### src/rtl/vx_gpr_operand_fetch_pkg.sv
// Shared types for the GPR operand-fetch stage: widths, the fetch state
// enum, and the scoreboard/operand payload structs.
package vx_gpr_operand_fetch_pkg;

  localparam int NUM_THREADS  = 4;
  localparam int XLEN         = 32;
  localparam int NR_BITS      = 5;
  localparam int ISSUE_WIS_W  = 2;
  localparam int UUID_W       = 16;
  localparam int PC_W         = 32;
  localparam int EX_TYPE_W    = 2;
  localparam int OP_TYPE_W    = 4;
  localparam int OP_ARGS_W    = 8;
  localparam int INFL_ID_W    = 4;
  localparam int NUM_SRC_OPDS = 3;
  localparam int DATA_W       = NUM_THREADS * XLEN;

  typedef enum logic [1:0] {
    IDLE = 2'd0,
    READ = 2'd1,
    WAIT = 2'd2,
    OUT  = 2'd3
  } fetch_state_e;

  typedef struct packed {
    logic [UUID_W-1:0]      uuid;
    logic [ISSUE_WIS_W-1:0] wis;
    logic [NUM_THREADS-1:0] tmask;
    logic [PC_W-1:0]        PC;
    logic [EX_TYPE_W-1:0]   ex_type;
    logic [OP_TYPE_W-1:0]   op_type;
    logic [OP_ARGS_W-1:0]   op_args;
    logic                   wb;
    logic [NR_BITS-1:0]     rd;
    logic [NR_BITS-1:0]     rs1;
    logic [NR_BITS-1:0]     rs2;
    logic [NR_BITS-1:0]     rs3;
    logic [INFL_ID_W-1:0]   infl_id;
  } sb_data_t;

  typedef struct packed {
    logic [UUID_W-1:0]      uuid;
    logic [ISSUE_WIS_W-1:0] wis;
    logic [NUM_THREADS-1:0] tmask;
    logic [PC_W-1:0]        PC;
    logic [EX_TYPE_W-1:0]   ex_type;
    logic [OP_TYPE_W-1:0]   op_type;
    logic [OP_ARGS_W-1:0]   op_args;
    logic                   wb;
    logic [NR_BITS-1:0]     rd;
    logic [INFL_ID_W-1:0]   infl_id;
    logic [DATA_W-1:0]      rs1_data;
    logic [DATA_W-1:0]      rs2_data;
    logic [DATA_W-1:0]      rs3_data;
  } op_data_t;

  function automatic logic [NR_BITS-1:0] src_reg(input sb_data_t d, input logic [1:0] idx);
    case (idx)
      2'd0:    src_reg = d.rs1;
      2'd1:    src_reg = d.rs2;
      default: src_reg = d.rs3;
    endcase
  endfunction

endpackage

### src/rtl/vx_gpr_operand_fetch_if.sv
// Valid/ready handshake interfaces between scoreboard, operand fetch and dispatch.
interface VX_scoreboard_if;
  import vx_gpr_operand_fetch_pkg::*;
  logic     valid;
  sb_data_t data;
  logic     ready;
  modport master (output valid, output data, input ready);
  modport slave  (input valid, input data, output ready);
endinterface

interface VX_operands_if;
  import vx_gpr_operand_fetch_pkg::*;
  logic     valid;
  op_data_t data;
  logic     ready;
  modport master (output valid, output data, input ready);
  modport slave  (input valid, input data, output ready);
endinterface

### src/rtl/vx_gpr_operand_fetch.sv
// Fetches rs1/rs2/rs3 one per cycle through a single-port, 1-cycle-latency
// GPR bank and holds the assembled instruction until dispatch accepts it.
module vx_gpr_operand_fetch
  import vx_gpr_operand_fetch_pkg::*;
#(
  parameter string INSTANCE_ID = "",
  parameter bit    SKIP_X0     = 1'b1
) (
  input  logic                   clk,
  input  logic                   reset,
  VX_scoreboard_if.slave         scoreboard_if,
  output logic                   gpr_rd_en,
  output logic [ISSUE_WIS_W-1:0] gpr_rd_wis,
  output logic [NR_BITS-1:0]     gpr_rd_addr,
  input  logic [DATA_W-1:0]      gpr_rd_data,
  VX_operands_if.master          operands_if
);

  fetch_state_e state_reg, state_next;
  logic [1:0]   src_idx_reg, src_idx_next;
  sb_data_t     instr_reg;
  logic         tag_en_reg;
  logic [1:0]   tag_slot_reg;

  logic                               sb_ready;
  logic                               accept;
  logic                               rd_req;
  logic [NR_BITS-1:0]                 rd_sel;
  logic [NUM_SRC_OPDS-1:0][DATA_W-1:0] slot_data;
  op_data_t                           out_data;

  always_comb begin
    state_next   = state_reg;
    src_idx_next = src_idx_reg;
    sb_ready     = 1'b0;
    rd_req       = 1'b0;
    rd_sel       = src_reg(instr_reg, src_idx_reg);
    case (state_reg)
      IDLE: sb_ready = 1'b1;
      READ: begin
        rd_req = !(SKIP_X0 && (rd_sel == '0));
        if (src_idx_reg == 2'd2) begin
          state_next   = WAIT;
          src_idx_next = 2'd0;
        end else begin
          src_idx_next = src_idx_reg + 2'd1;
        end
      end
      WAIT: state_next = OUT;
      OUT: begin
        sb_ready = operands_if.ready;
        if (operands_if.ready) state_next = IDLE;
      end
      default: state_next = IDLE;
    endcase
    sb_ready = sb_ready & ~reset;
    // A new accept overrides OUT->IDLE so the next fetch starts back-to-back.
    if (sb_ready && scoreboard_if.valid) begin
      state_next   = READ;
      src_idx_next = 2'd0;
    end
  end

  assign accept = sb_ready & scoreboard_if.valid;

  always_ff @(posedge clk) begin
    if (reset) begin
      state_reg    <= IDLE;
      src_idx_reg  <= 2'd0;
      instr_reg    <= '0;
      tag_en_reg   <= 1'b0;
      tag_slot_reg <= 2'd0;
    end else begin
      state_reg    <= state_next;
      src_idx_reg  <= src_idx_next;
      tag_en_reg   <= rd_req;
      tag_slot_reg <= src_idx_reg;
      if (accept) instr_reg <= scoreboard_if.data;
    end
  end

  // Slots are cleared on accept so skipped x0 sources read back as zero.
  for (genvar gi = 0; gi < NUM_SRC_OPDS; gi++) begin : g_slot
    logic [DATA_W-1:0] slot_reg;
    always_ff @(posedge clk) begin
      if (reset || accept) begin
        slot_reg <= '0;
      end else if (tag_en_reg && (tag_slot_reg == 2'(gi))) begin
        slot_reg <= gpr_rd_data;
      end
    end
    assign slot_data[gi] = slot_reg;
  end

  always_comb begin
    out_data          = '0;
    out_data.uuid     = instr_reg.uuid;
    out_data.wis      = instr_reg.wis;
    out_data.tmask    = instr_reg.tmask;
    out_data.PC       = instr_reg.PC;
    out_data.ex_type  = instr_reg.ex_type;
    out_data.op_type  = instr_reg.op_type;
    out_data.op_args  = instr_reg.op_args;
    out_data.wb       = instr_reg.wb;
    out_data.rd       = instr_reg.rd;
    out_data.infl_id  = instr_reg.infl_id;
    out_data.rs1_data = slot_data[0];
    out_data.rs2_data = slot_data[1];
    out_data.rs3_data = slot_data[2];
  end

  assign gpr_rd_en           = rd_req & ~reset;
  assign gpr_rd_addr         = rd_sel;
  assign gpr_rd_wis          = instr_reg.wis;
  assign scoreboard_if.ready = sb_ready;
  assign operands_if.valid   = (state_reg == OUT) & ~reset;
  assign operands_if.data    = out_data;

endmodule
### src/flat_wrapper.sv
// flat-port wrapper written by rule: the top's interface ports become plain ports
module vx_gpr_operand_fetch_flat import vx_gpr_operand_fetch_pkg::*;
#(
  parameter string INSTANCE_ID = "",
  parameter bit    SKIP_X0     = 1'b1
)
  (clk, reset, gpr_rd_en, gpr_rd_wis, gpr_rd_addr, gpr_rd_data, scoreboard_if_valid, scoreboard_if_data, scoreboard_if_ready, operands_if_valid, operands_if_data, operands_if_ready);
  VX_scoreboard_if scoreboard_if_i ();
  VX_operands_if operands_if_i ();
  input  logic clk;
  input  logic reset;
  output logic gpr_rd_en;
  output logic [ISSUE_WIS_W-1:0] gpr_rd_wis;
  output logic [NR_BITS-1:0] gpr_rd_addr;
  input  logic [DATA_W-1:0] gpr_rd_data;
  input wire logic [$bits(scoreboard_if_i.valid)-1:0] scoreboard_if_valid;
  input wire logic [$bits(scoreboard_if_i.data)-1:0] scoreboard_if_data;
  output wire logic [$bits(scoreboard_if_i.ready)-1:0] scoreboard_if_ready;
  output wire logic [$bits(operands_if_i.valid)-1:0] operands_if_valid;
  output wire logic [$bits(operands_if_i.data)-1:0] operands_if_data;
  input wire logic [$bits(operands_if_i.ready)-1:0] operands_if_ready;
  assign scoreboard_if_i.valid = scoreboard_if_valid;
  assign scoreboard_if_i.data = scoreboard_if_data;
  assign scoreboard_if_ready = scoreboard_if_i.ready;
  assign operands_if_valid = operands_if_i.valid;
  assign operands_if_data = operands_if_i.data;
  assign operands_if_i.ready = operands_if_ready;
  vx_gpr_operand_fetch #(.INSTANCE_ID(INSTANCE_ID), .SKIP_X0(SKIP_X0)) u_core (.clk(clk), .reset(reset), .scoreboard_if(scoreboard_if_i), .gpr_rd_en(gpr_rd_en), .gpr_rd_wis(gpr_rd_wis), .gpr_rd_addr(gpr_rd_addr), .gpr_rd_data(gpr_rd_data), .operands_if(operands_if_i));
endmodule
### config.mk
export PLATFORM = sky130hd
export DESIGN_NAME = vx_gpr_operand_fetch_flat
export DESIGN_NICKNAME = d
export VERILOG_FILES = /design/src/rtl/vx_gpr_operand_fetch_pkg.sv /design/src/rtl/vx_gpr_operand_fetch_if.sv /design/src/rtl/vx_gpr_operand_fetch.sv /design/src/flat_wrapper.sv
export SDC_FILE = /design/constraint.sdc
export NUM_CORES = 1
export LEC_CHECK = 0
export CAP_MARGIN = 10
export CORE_AREA = 2 2 272 274
export CTS_CLUSTER_DIAMETER = 60
export DETAILED_ROUTE_END_ITERATION = 10
export DIE_AREA = 0 0 274 276
export SETUP_SLACK_MARGIN = 0.1
export SKIP_CTS_REPAIR_TIMING = 1
export SYNTH_ARGS = -nofsm -noshare
export SYNTH_HDL_FRONTEND = slang
export SYNTH_SLANG_ARGS = --single-unit
### constraint.sdc
create_clock -name clk -period 2.9 [get_ports clk]
set_input_delay 0.58 -clock clk [delete_from_list [all_inputs] [get_ports clk]]
set_output_delay 0.58 -clock clk [all_outputs]
set_load 0.03 [all_outputs]
Yosys cells after proc, flatten, opt, wreduce, memory -nomap -nowiden
Cells that the tools add are included.
W data, S select, Z words.
{ "op_classes": {"n_addsub": 1, "eq_ne": 11, "muxes": 8, "n_bitwise": 5, "reduce_logical": 15} }
{ "op_table": {"columns": ["operator", "count"], "rows": [
  ["$pmux W5 S2", 1],
  ["$eq A2 B2 Y1 const B", 4],
  ["$eq A2 B1 Y1 const B", 3],
  ["$logic_not A2 Y1", 3],
  ["$mux W2", 3],
  ["$pmux W2 S3", 1],
  ["$reduce_and A3 Y1", 2],
  ["$logic_not A5 Y1", 1],
  ["$and A1 B1 Y1", 4],
  ["$logic_and A1 B1 Y1", 4],
  ["$reduce_bool A4 Y1", 1],
  ["$ne A3 B1 Y1 const B", 1],
  ["$ne A3 B2 Y1 const B", 1],
  ["$reduce_bool A3 Y1", 1],
  ["$add A2 B1 Y2 const B", 1],
  ["$mux W1", 2],
  ["$ne A2 B1 Y1 const B", 1],
  ["$ne A2 B2 Y1 const B", 1],
  ["$pmux W1 S2", 1],
  ["$reduce_or A2 Y1", 1],
  ["$logic_not A1 Y1", 1],
  ["$logic_or A1 B1 Y1", 1],
  ["$not A1 Y1", 1]
]} }
{ "totals": {"register_bits": 484, "in_bits": 225, "output_inout_bits": 472, "elab_cells": 61} }

Depth between registers and ports, before layout
{ "logic_depth": {"depth_word": 6, "ltp_mapped": 9, "ltp_nobuf": 6} }

Least setup slack after synthesis
OpenSTA, ideal clock, no wires.
{ "synth_timing": {"kind": "flip-flop to output port", "from": "register u_core.src_idx_reg[0]", "to": "output port gpr_rd_en", "arrival_time_ns": 2.317, "required_time_ns": 2.320, "slack_ns": 0.003, "path_stages_with_launch": 6, "n_path_buf": 1, "path_cell_list": "dfxtp_1 -> buf_2 -> mux2i_1 -> o21ai_0 -> nor3_1 -> a211oi_1"} }
{ "synth_via": {"elab_chain_len": 6, "word_cells_on_any_way": 7} }
{ "synth_lines": {"columns": ["item", "line_no", "rtl"], "rows": [
  ["start: declaration", "vx_gpr_operand_fetch.sv:20", "logic [1:0] src_idx_reg, src_idx_next;"],
  ["start signal: assignment", "vx_gpr_operand_fetch.sv:75", "src_idx_reg <= src_idx_next;"],
  ["$eq A2 B1 Y1 / $logic_not A2 Y1 (equally long branches)", "vx_gpr_operand_fetch_pkg.sv:58", "case (idx)"],
  ["$pmux W5 S2 (*)", "vx_gpr_operand_fetch_pkg.sv:58", null],
  ["named net gpr_rd_addr[0]", "flat_wrapper.sv:14", "output logic [NR_BITS-1:0] gpr_rd_addr;"],
  ["$logic_not A5 Y1 (*)", "vx_gpr_operand_fetch.sv:41", "rd_req = !(SKIP_X0 && (rd_sel == '0));"],
  ["$logic_not A1 Y1 (*)", "vx_gpr_operand_fetch.sv:41", null],
  ["$mux W1 (*)", "vx_gpr_operand_fetch.sv:38", "case (state_reg)"],
  ["$and A1 B1 Y1 (*)", "vx_gpr_operand_fetch.sv:112", "assign gpr_rd_en = rd_req & ~reset;"],
  ["end: declaration", "flat_wrapper.sv:12", "output logic gpr_rd_en;"]
]} }
Mark *: on every way through the listed nets, which the timed path passes. The rest lies on a longest branch.

Worst setup path in the final report
{ "layout_timing": {"from": "register u_core.src_idx_reg[0]", "to": "output port gpr_rd_en"} }
{ "layout_via": {"elab_chain_len": 6, "word_cells_on_any_way": 7} }
{ "layout_lines": {"columns": ["item", "line_no"], "rows": [
  ["$eq A2 B1 Y1 / $logic_not A2 Y1 (equally long branches)", "vx_gpr_operand_fetch_pkg.sv:58"],
  ["$pmux W5 S2 (*)", "vx_gpr_operand_fetch_pkg.sv:58"],
  ["$logic_not A5 Y1 (*)", "vx_gpr_operand_fetch.sv:41"],
  ["$logic_not A1 Y1 (*)", "vx_gpr_operand_fetch.sv:41"],
  ["$mux W1 (*)", "vx_gpr_operand_fetch.sv:38"],
  ["$and A1 B1 Y1 (*)", "vx_gpr_operand_fetch.sv:112"]
]} }
Mark *: on every way between the ends. The rest lies on a longest branch, timed or not.

==> flow_summary.toml <==
[outcome]
status = "finished, final reports clean"

[grt]
grt-ovfl-total = 0
gr-usage-met2_pct = 27.5
grt_busiest_layer = "met2"
grt_max_degree = 87
track_usage_pct = 16.2
antenna_found_initial = 2
grt_pass1_vias = 15900
met1_usage_pct = 18.9
grt_pass1_wl_mm = 96.2
grtUsageMet3_pct = 4.76

[cells_and_area]
multi_input_area_mm2 = 0.00640
layout.cells.non_filler = 3783
largest_reg_flops = 384
layout_common_cells = "nand2_1 (961), clkdlybuf4s50_1 (687), a21oi_1 (482), dfxtp_1 (482), clkbuf_16 (58)"
area_growth_pct = 52.5
seqCellArea_mm2 = 0.00969
drive_above_1_share_pct = 5.53
final_util_pct = 37.1
fill_cells = 7616
final_common_cell = "nand2_1"
fin_nets = 3005

[clock_network]
cts_root_buf = "clkbuf_16"
htree_levels = 2
clk_latency_ns = 0.62
cts.clk_slew.worst_paths_ns = 0.06
cts-buffers-inserted = 58
cts_buffer_depth = 3
clock-sinks = 484
cts_tree = "yes"

[synthesis]
postSynthCellCount = 2216
syn-cell-area_mm2 = 0.0176
synth.avg_cell_area_um2 = 7.96
ys_seq_area_share_pct = 54.9
yosysWarnings = 0
yosysUniqueCellTypes = 27
synth_nets = 2446
ys_ff_latch = 484

[sta]
hold_viol_final = 0
period_share_pct = 92.1
finalMaxSlewViolations = 0
whs_ns = 0.301
layout_min_cycle_time_ns = 2.67
max_freq_ghz = 0.374
setup_violations = 0
worst_pin_slew_ns = 0.734
totalNegativeSetupSlack_ns = 0
rsz0062_at_grt = "yes"
slew_headroom_pct = 51.1
skew_ns = 0.0264

[route]
drt-vias-per-instance = 4.32
drt-pass1-iter-count = 5
wirelength_mm = 64.0
vias = 16300
wl_per_cell_um = 16.9
ant_nets = 0
drt_iter0_drc = 746
drc = 0

[floorplan]
io_pins = 697
die_w_um = 274
start_util_pct = 24.3
die_h_um = 276
dieArea_mm2 = 0.0756
coreArea_mm2 = 0.0726
rows = 99

[power_and_ir_drop]
leakagePower_nw = 8.85
power_density_mw_per_mm2 = 682
vdd_ir_drop_max_uv = 557

[placement]
hpwl_mm = 43.9
gp_congestion = 0.818
dp_cells = 3674
io_buffers = 696

[critical_path]
path_max_fanout = 10
worstSetupEndpointType = "output port"
path_class = "flop to output port"
critPathRequiredTime_ns = 2.32
critPathArrivalTime_ns = 2.09
cp-start-kind = "flop"

[worst_hold_path]
hold_class = "input pin to flop"

[job]
drv_cap = 0
## through the flow
step           cell area, um2  setup WS [ns]  power, W
2_1_floorplan           17700          0.263   0.00980
3_3_place_gp            24800          0.206    0.0109
3_5_place_dp            24800          0.205    0.0109
4_1_cts                 26900         -0.397    0.0187
5_1_grt                 26900         0.0667    0.0192
6_report                26900          0.229    0.0184
## worst max-delay path, stage by stage, from the launching register on
cell            delay (ns)
dfxtp_2               0.46
mux2i_1               0.10
o21ai_0               0.23
nor3_1                0.13
a211oi_2              0.22
dlymetal6s2s_1        0.36
## cell usage after synthesis (all sizes together)
master,n,share of area [%]
nand2,961,20
dfxtp,484,55
a21oi,483,14
buf,151,7.0
clkbuf,89,1.9
o21ai,7,0.20
mux2i,6,0.34
nor2,6,0.13
ha,5,0.35
inv,4,0.085
nor3,3,0.085
a211oi,2,0.085
a21o,2,0.085
and3b,2,0.099
nand3b,2,0.085
nor2b,2,0.071
a31oi,1,0.035
nand2b,1,0.035
nor3b,1,0.043
nor4b,1,0.13
o21a,1,0.043
or3b,1,0.050
or4b,1,0.078
## final cells by class
cell class / count / area share (%)
Clock buffer: 77 / 6.14
Sequential cell: 484 / 36.0
Multi-Input combinational cell: 1488 / 23.8
Inverter: 4 / 0.0558
Antenna cell: 2 / 0.0186
Tap cell: 959 / 4.46
Clock inverter: 30 / 1.44
Timing Repair Buffer: 739 / 28.1
## report_power, final
part           switching [W]  total, W  internal, W  leakage [nW]
Combinational        0.00226   0.00356      0.00130          3.93
Clock                0.00301   0.00767      0.00465          1.01
Sequential          0.000177   0.00713      0.00696          3.91
## cell families (layout without fill, tap and decap cells)
kind of cell               after synthesis  count (layout)  share of synthesized area, %
and+or+nand+nor                        981             981                          21.2
muxes                                    6               6                         0.340
other                                    0               2                             0
DFF                                    484             484                          54.9
buffers and inverters                  244             850                          8.98
adders and majority gates                5               5                         0.355
AOI/OAI and AO/OA                      496             496                          14.2
## layer usage
layer | part of all wire, % | up-vias
met5 | 0 | -
met1 | 40 | 7502
met2 | 47 | 553
met3 | 8.1 | 133
met4 | 4.4 | 0
li1 | - | 8139
## worst paths after layout
kind | startpoint | to | cells after the start | slack, ns
max | u_core.src_idx_reg[0] | gpr_rd_en | 5 | 0.23
min | reset | u_core.operands_if.data[459] | 2 | 0.30
max reg2reg | u_core.state_reg[0] | u_core.operands_if.data[419] | 6 | 0.72
min reg2reg | u_core.g_slot[1].slot_reg[97] | u_core.g_slot[1].slot_reg[97] | 2 | 0.45
(Power assumes the default switching activity.)
==> patch: new RTL, same settings <==
`NUM_SRC_OPDS`: 3 -> 5.
--- a/src/rtl/vx_gpr_operand_fetch_pkg.sv
+++ b/src/rtl/vx_gpr_operand_fetch_pkg.sv
@@ -14,3 +14,3 @@
   localparam int INFL_ID_W    = 4;
-  localparam int NUM_SRC_OPDS = 3;
+  localparam int NUM_SRC_OPDS = 5;
   localparam int DATA_W       = NUM_THREADS * XLEN;
Check against the original RTL: equivalent (equiv_simple and equiv_induct, registers matched by name and starting in step).
==> patch against the unedited design <==
- routed wire length fell by 2.1%
- sequential cell count unchanged
- cell count is 0.48% lower
- core utilization shrank 0.31 points
- die area did not move
- critical path depth unchanged
- sequential share of layout area grew 0.30 points
- cell area shrank 0.84%
- power down 2.9%
- setup slack better by 49 ps
- first-iteration DRC count increased by 0.13%
- synthesized area stayed put
- highest routed layer unchanged
- fmax increased by 1.9%
==> patch: results (changes against the unedited design) <==
[setup_path]
worstReg2RegStart=u_core.state_reg[1]  ; was u_core.state_reg[0]
timing.critical_path.arrival_ps=2040  ; was 2090 ps
r2r_setup_slack_ps=870  ; was 720 ps
crit-reg2reg-capture=u_core.instr_reg[10]  ; was u_core.operands_if.data[419]
critical_path.max_stage_delay_ps=440  ; was 460 ps
rr_worst_depth=7  ; was 6
critical_path_peak_fanout=8  ; was 10
cp_slowest_cell=sky130_fd_sc_hd__dfxtp_2  ; unchanged
timing.critical_path.from=u_core.src_idx_reg[0]  ; unchanged

[placed_design]
post_dp_cell_area_um2=24800  ; about the same
gp_routability_congestion=0.802  ; was 0.818
numPlacedInstances=3670  ; was 3674
portBuffers=696  ; unchanged
dp_worst_setup_slack_ps=140  ; was 205 ps

[run_status]
run_status=finished, final reports clean  ; unchanged

[sta]
slack_of_the_critical_path_ps=278  ; was 229 ps
hold_slack_ps=391  ; was 301 ps
timing.clock.skew_ps=16.7  ; was 26.4 ps
timing_worst_slew_pin_value_ps=799  ; was 734 ps

[final_layout]
buffer_area_share_pct=28.3  ; was 28.1%
n_clock_buffer=70  ; was 77
fin_cells=3765  ; was 3783
nNonClkInverters=6  ; was 4
area.share.sequential_pct=36.3  ; was 36.0%
nFillCells=7590  ; was 7616
post_route_cells_drive_above_1_share_pct=4.85  ; was 5.53%
nets=2997  ; was 3005
buffers=734  ; was 739
fraction_of_standard_cell_area_in_multi_input_logic_pct=23.9  ; was 23.8%
finalInstanceArea_um2=26700  ; was 26900 um^2
layout.clock.cell_area_share_pct=6.93  ; was 7.58%
n_multi_input_combinational_cell=1487  ; was 1488

[logic_synthesis]
syn_area_um2=17600  ; unchanged
yosys-top-cells-count=sky130_fd_sc_hd__nand2_1, sky130_fd_sc_hd__dfxtp_1, sky130_fd_sc_hd__a21oi_1  ; unchanged
synth.distinct_cells=28  ; was 27
ys_top_cells_by_area=sky130_fd_sc_hd__dfxtp_1, sky130_fd_sc_hd__nand2_1, sky130_fd_sc_hd__a21oi_1, sky130_fd_sc_hd__buf_4, sky130_fd_sc_hd__buf_6  ; unchanged
syn_inst=2217  ; was 2216

[global_route]
grt_max_degree=94  ; was 87
use_met2_pct=27.1  ; was 27.5%
gr-usage-met3_pct=4.80  ; was 4.76%
grt_util_all_layers_pct=15.8  ; was 16.2%
grt_pass1_wl_um=94400  ; was 96200 um

[clocking]
cts_buffers=55  ; was 58
insertion_delay_ps=590  ; was 620 ps

[power_and_ir_drop]
ir_drop_mv=0.542  ; was 0.557 mV
power_leakage_nw=8.74  ; was 8.85 nW

[hold_path]
hold_ep=u_core.operands_if.data[406]  ; was u_core.operands_if.data[459]
hold_path_class=in -> reg  ; unchanged

[route]
vias=16300  ; about the same
wl_met1_um=25300  ; was 25700 um
wl_per_cell_um=16.6  ; was 16.9 um
dr.first_iter.drc_count=747  ; was 746
detailroute.wirelength.met3_um=5130  ; was 5170 um
detailroute.wirelength.met2_um=30200  ; was 30300 um

[patch: changes by cell type after synthesis, moves of 2 or more]
cell	before	now
sky130_fd_sc_hd__buf_2	25	34
sky130_fd_sc_hd__inv_1	4	6
sky130_fd_sc_hd__clkbuf_1	89	71
sky130_fd_sc_hd__buf_4	80	90
[patch: kinds of logic (layout without fill, tap and decap cells)]
| logic type | after synthesis | in the layout | share of synthesized area [%] |
|---|---|---|---|
| fa+ha+maj | 4 | 4 | 0.284 |
| simple gates | 983 | 983 | 21.1 |
| buf+inv | 246 | 833 | 9.26 |
| other cells | 0 | 2 | 0 |
| compound gates | 495 | 495 | 14.1 |
| mux | 5 | 5 | 0.284 |
| flops | 484 | 484 | 54.9 |
[patch: where the power goes]
part	switching [mW]	internal, mW
logic	2.22	1.28
registers	0.195	6.97
clock network	2.82	4.34
total	5.23	12.6
